[config.mk]
export PLATFORM = sky130hd
export DESIGN_NAME = pe_propagation_stream
export DESIGN_NICKNAME = d
export VERILOG_FILES = /design/src/rtl/pe_propagation_stream.sv
export SDC_FILE = /design/constraint.sdc
export NUM_CORES = 1
export LEC_CHECK = 0
export CORE_MARGIN = 2
export CORE_UTILIZATION = 31
export DETAILED_ROUTE_END_ITERATION = 16
export PLACE_DENSITY_LB_ADDON = 0.3
export SYNTH_ARGS = -nofsm -noshare
export SYNTH_HDL_FRONTEND = slang
export SYNTH_SLANG_ARGS = --single-unit
[constraint.sdc]
create_clock -name clk -period 4.1 [get_ports clk]
set_input_delay 1.23 -clock clk [delete_from_list [all_inputs] [get_ports clk]]
set_output_delay 1.23 -clock clk [all_outputs]
set_load 0.1 [all_outputs]
[src/rtl/pe_propagation_stream.sv]
// pe_propagation_stream
// One free-streaming step of an HPP lattice gas, applied to a lattice that arrives
// one column per handshake. A two-column window (left, cur) plus the incoming column
// (right) is enough to build each propagated column. The vertical boundary is
// zero-fill, toroidal wrap, or taken from edge ports so stacked stripes can be chained.

module pe_propagation_stream #(
    parameter int ROWS      = 2,
    parameter int EDGE_MODE = 0,
    parameter int CNT_W     = 16
) (
    input  logic                clk,
    input  logic                reset,
    input  logic [5*ROWS-1:0]   in_data,
    input  logic                in_first,
    input  logic                in_last,
    input  logic                in_valid,
    output logic                in_ready,
    output logic [5*ROWS-1:0]   out_data,
    output logic                out_first,
    output logic                out_last,
    output logic                out_valid,
    input  logic                out_ready,
    input  logic                from_north_s,
    input  logic                from_south_n,
    output logic                to_north_n,
    output logic                to_south_s,
    output logic [CNT_W-1:0]    frame_count,
    output logic                protocol_err
);

    localparam int DW = 5 * ROWS;

    typedef enum logic [1:0] {
        EMPTY,
        STREAM,
        FLUSH
    } state_t;

    state_t          state;
    logic [DW-1:0]   left_col;
    logic [DW-1:0]   cur_col;
    logic            first_pend;

    logic            slot_free;
    logic            accept;
    logic [DW-1:0]   right_col;
    logic [DW-1:0]   prop_col;
    logic            edge_n_bottom;
    logic            edge_s_top;

    assign slot_free  = !out_valid || out_ready;
    assign accept     = in_valid && in_ready;
    assign right_col  = (state == FLUSH) ? '0 : in_data;
    assign to_north_n = cur_col[1];
    assign to_south_s = cur_col[5*(ROWS-1)+3];

    // Input may only be taken when the propagated column has somewhere to go.
    always_comb begin
        in_ready = 1'b0;
        case (state)
            EMPTY:   in_ready = 1'b1;
            STREAM:  in_ready = slot_free;
            default: in_ready = 1'b0;
        endcase
    end

    // Particles that would cross the top/bottom of the stripe come from here.
    always_comb begin
        edge_n_bottom = 1'b0;
        edge_s_top    = 1'b0;
        if (EDGE_MODE == 1) begin
            edge_n_bottom = cur_col[1];
            edge_s_top    = cur_col[5*(ROWS-1)+3];
        end else if (EDGE_MODE == 2) begin
            edge_n_bottom = from_south_n;
            edge_s_top    = from_north_s;
        end
    end

    // Gather view of streaming: each output bit pulls from its upstream neighbour.
    always_comb begin
        prop_col = '0;
        for (int r = 0; r < ROWS; r++) begin
            prop_col[5*r+0] = left_col[5*r+0];
            prop_col[5*r+2] = right_col[5*r+2];
            prop_col[5*r+4] = cur_col[5*r+4];
        end
        for (int r = 0; r < ROWS - 1; r++) begin
            prop_col[5*r+1]     = cur_col[5*(r+1)+1];
            prop_col[5*(r+1)+3] = cur_col[5*r+3];
        end
        prop_col[5*(ROWS-1)+1] = edge_n_bottom;
        prop_col[3]            = edge_s_top;
    end

    // Window, output register, frame counter and error flag all advance together.
    always_ff @(posedge clk or posedge reset) begin
        if (reset) begin
            state        <= EMPTY;
            left_col     <= '0;
            cur_col      <= '0;
            first_pend   <= 1'b0;
            out_data     <= '0;
            out_first    <= 1'b0;
            out_last     <= 1'b0;
            out_valid    <= 1'b0;
            frame_count  <= '0;
            protocol_err <= 1'b0;
        end else begin
            if (out_valid && out_ready) begin
                out_valid <= 1'b0;
            end
            case (state)
                EMPTY: begin
                    if (accept) begin
                        if (in_first) begin
                            cur_col    <= in_data;
                            left_col   <= '0;
                            first_pend <= 1'b1;
                            state      <= in_last ? FLUSH : STREAM;
                        end else begin
                            protocol_err <= 1'b1;
                        end
                    end
                end
                STREAM: begin
                    if (accept) begin
                        if (in_first) begin
                            protocol_err <= 1'b1;
                            cur_col      <= in_data;
                            left_col     <= '0;
                            first_pend   <= 1'b1;
                            state        <= in_last ? FLUSH : STREAM;
                        end else begin
                            out_data   <= prop_col;
                            out_first  <= first_pend;
                            out_last   <= 1'b0;
                            out_valid  <= 1'b1;
                            left_col   <= cur_col;
                            cur_col    <= in_data;
                            first_pend <= 1'b0;
                            if (in_last) begin
                                state <= FLUSH;
                            end
                        end
                    end
                end
                FLUSH: begin
                    if (slot_free) begin
                        out_data    <= prop_col;
                        out_first   <= first_pend;
                        out_last    <= 1'b1;
                        out_valid   <= 1'b1;
                        frame_count <= frame_count + 1'b1;
                        state       <= EMPTY;
                    end
                end
                default: state <= EMPTY;
            endcase
        end
    end

endmodule

==> results.yml <==
run_status:
  status: "finished clean"
route:
  dr.pass1.iters: 4
  first_iter_violations: 79
  wirelength_um: 4700
  routed_via_density: 4.74
  ant_nets: 0
  routedWlPerCell_um: 13.5
  drc_errors: 0
  vias: 1654
critical_path:
  crit_required_ps: 2870
  path_max_fanout: 3
  path_buf_inv: 2
  cp_top_family: "buffers and inverters"
  slowest_delay_ps: 480
  slowest_stage: "clkdlybuf4s50_1"
  r2r.worst_path.cells: 6
  arrival_ps: 2350
  cp_cell_sequence: "clkdlybuf4s50_1 > and2b_2 > o21ai_2 > buf_12"
  cp_num_cells: 4
  end_kind: "primary output"
  crit_type: "in2out"
  crit_path_start_kind: "input pin"
sta:
  tightest_slew_ps: 984
  setup_tns_ps: 0
  fin_skew_ps: 6.40
  rsz0062_at_grt: "no"
  fin_ws_ps: 520
  relSlewSlack_pct: 34.2
  hold_viol: 0
  finalSetupViolCount: 0
  fin_crit_ps: 3580
  finalCritPeriodShare_pct: 87.3
  whs_ps: 466
  slew_viol_final: 0
  max_freq_mhz: 279
min_path:
  min_path_cells: 1
  hp-class: "reg2reg"
logic_synthesis:
  syn_area_um2: 2180
  synthTopCellsByArea: "dfrtp_1, mux2_4, xor2_1"
  synth_edf_count: 0
  synth_area_leader_cell: "dfrtp_1"
  yosysTopAreaCellShare_pct: 47.2
  synth_seq_cells: 41
  synth_warnings: 0
  synth.yosys.seq_area_share_pct: 47.2
  async_flop_share_pct: 100
  synth_cells: 204
  avgSynthCellArea_um2: 10.7
  synthFlopType: "dfrtp_1"
  synth.distinct_cells: 41
pwr:
  p_int_w: 0.00124
  power_w: 0.00251
  cellPowerDensity_nw_per_um2: 873
  power.share.sequential_pct: 26.6
  p_sw_w: 0.00126
  netSwitchingFraction_pct: 50.4
  combPwrFrac_pct: 58.1
  p_leak_nw: 1.27
  ir_drop_mv: 0.615
  p_clk_share_pct: 15.3
layout:
  drive_gt1_share_pct: 15.4
  antenna_cells: 0
  layout.nets: 274
  area_delta_synth_final_pct: 32.0
  post-route-util_pct: 42.3
  final_common_cell: "clkdlybuf4s50_1"
  final_cell_mix: "clkdlybuf4s50_1, dfrtp_1, nand2_1"
die:
  start_util_pct: 32.0
  die_y_um: 87.8
  design.core.area_um2: 6790
  die_w_um: 87.8
  row_count: 30
  ios: 51
  dieArea_um2: 7710
place:
  pre_cts_ws_ps: 517
  io_buffers: 46
  hpwlAfterDp_um: 3260
  gp_congestion: 0.728
global_routing:
  first_global_vias: 1668
  grt_overflow: 0
  track_usage_pct: 13.4
  grt_pass1_wl_um: 8140
  grt_max_degree: 42
  grt_antenna_before_repair: 0
cts:
  clock_path_buffers: 2
  numCtsBuffers: 5
  postCtsSetupBuffers: 0
  cts_sinks: 41
  ctsResizeCount: 0
  clkTransAtPathRegs_ps: 80
  clkLatencyLatePin_ps: 300
  cts_root_buf: "clkbuf_8"
  h-tree-depth: 2
  ctsHoldBuffers: 0
  cts_tree: "yes"
flow_run:
  maxCapViolCount: 0
-- metrics by stage --
step | area [µm²] | cells
6_report | 2870 | 349
5_1_grt | 2870 | 349
4_1_cts | 2870 | 349
3_5_place_dp | 2740 | 341
3_3_place_gp | 2740 | 341
2_1_floorplan | 2180 | 205
-- cells by family after synthesis --
group / share of synthesized area [%]
buf+inv: 4.43
simple gates: 17.1
compound gates: 12.8
xor+xnor: 6.04
mux: 10.0
other cells: 0.172
flops: 47.2
fa+ha+maj: 2.30
-- metal layers --
metal  track usage (%)  wire length [µm]
met5                 0                 0
met3              3.02               233
met2              19.9              2120
met1              19.5              2290
met4              4.20                51
-- power groups by stage --
stage	clock network (W)	registers (W)	logic, W
after floorplan	0	0.00124	0.000566
final	0.000384	0.000667	0.00146
after CTS	0.000395	0.000667	0.00147
after detailed placement	0	0.000672	0.00146
after global placement	0	0.000672	0.00145
after global routing	0.000409	0.000693	0.00155
-- sequential cells by signal, summed over array words and instances, names as in the netlist --
register      count
cur_col           8
first_pend        1
frame_count      16
left_col          2
out_data          8
out_first         1
out_last          1
out_valid         1
protocol_err      1
state             2
-- final timing paths --
kind | startpoint | endpoint | slack [ps]
min in group asynchronous | reset | frame_count[14] | 1360
max reg2reg | state[1] | cur_col[9] | 1470
min | protocol_err | protocol_err | 470
max in group asynchronous | reset | frame_count[6] | 2390
max | out_ready | in_ready | 520
min reg2reg | protocol_err | protocol_err | 470
-- worst register-to-register path: cells and delay by family, from the launching register on --
kind | cells | cell delay, ps
multiplexers | 1 | 450
AND/OR/NAND/NOR | 1 | 430
flip-flops | 1 | 390
AO/OA/AOI/OAI | 1 | 270
adder cells (fa/ha/maj) | 1 | 600
buffers and inverters | 2 | 400
-- synth_stat cells (all sizes together), types with 5 or more instances --
master / number
a21oi: 5
buf: 7
dfrtp: 41
inv: 10
mux2: 13
nand2: 18
nand3: 9
nor2: 16
nor3: 13
o21ai: 7
o22ai: 6
xnor2: 6
xor2: 9
-- area by class of cell --
cell class,instances,area [µm²]
multi-input combinational,145,1060
tap,96,120
clock buffer,5,68.8
sequential,41,1030
clock inverter,3,65.1
inverter,10,37.5
timing repair buffer,49,493
fill,671,3920
(Power assumes the default switching activity.)
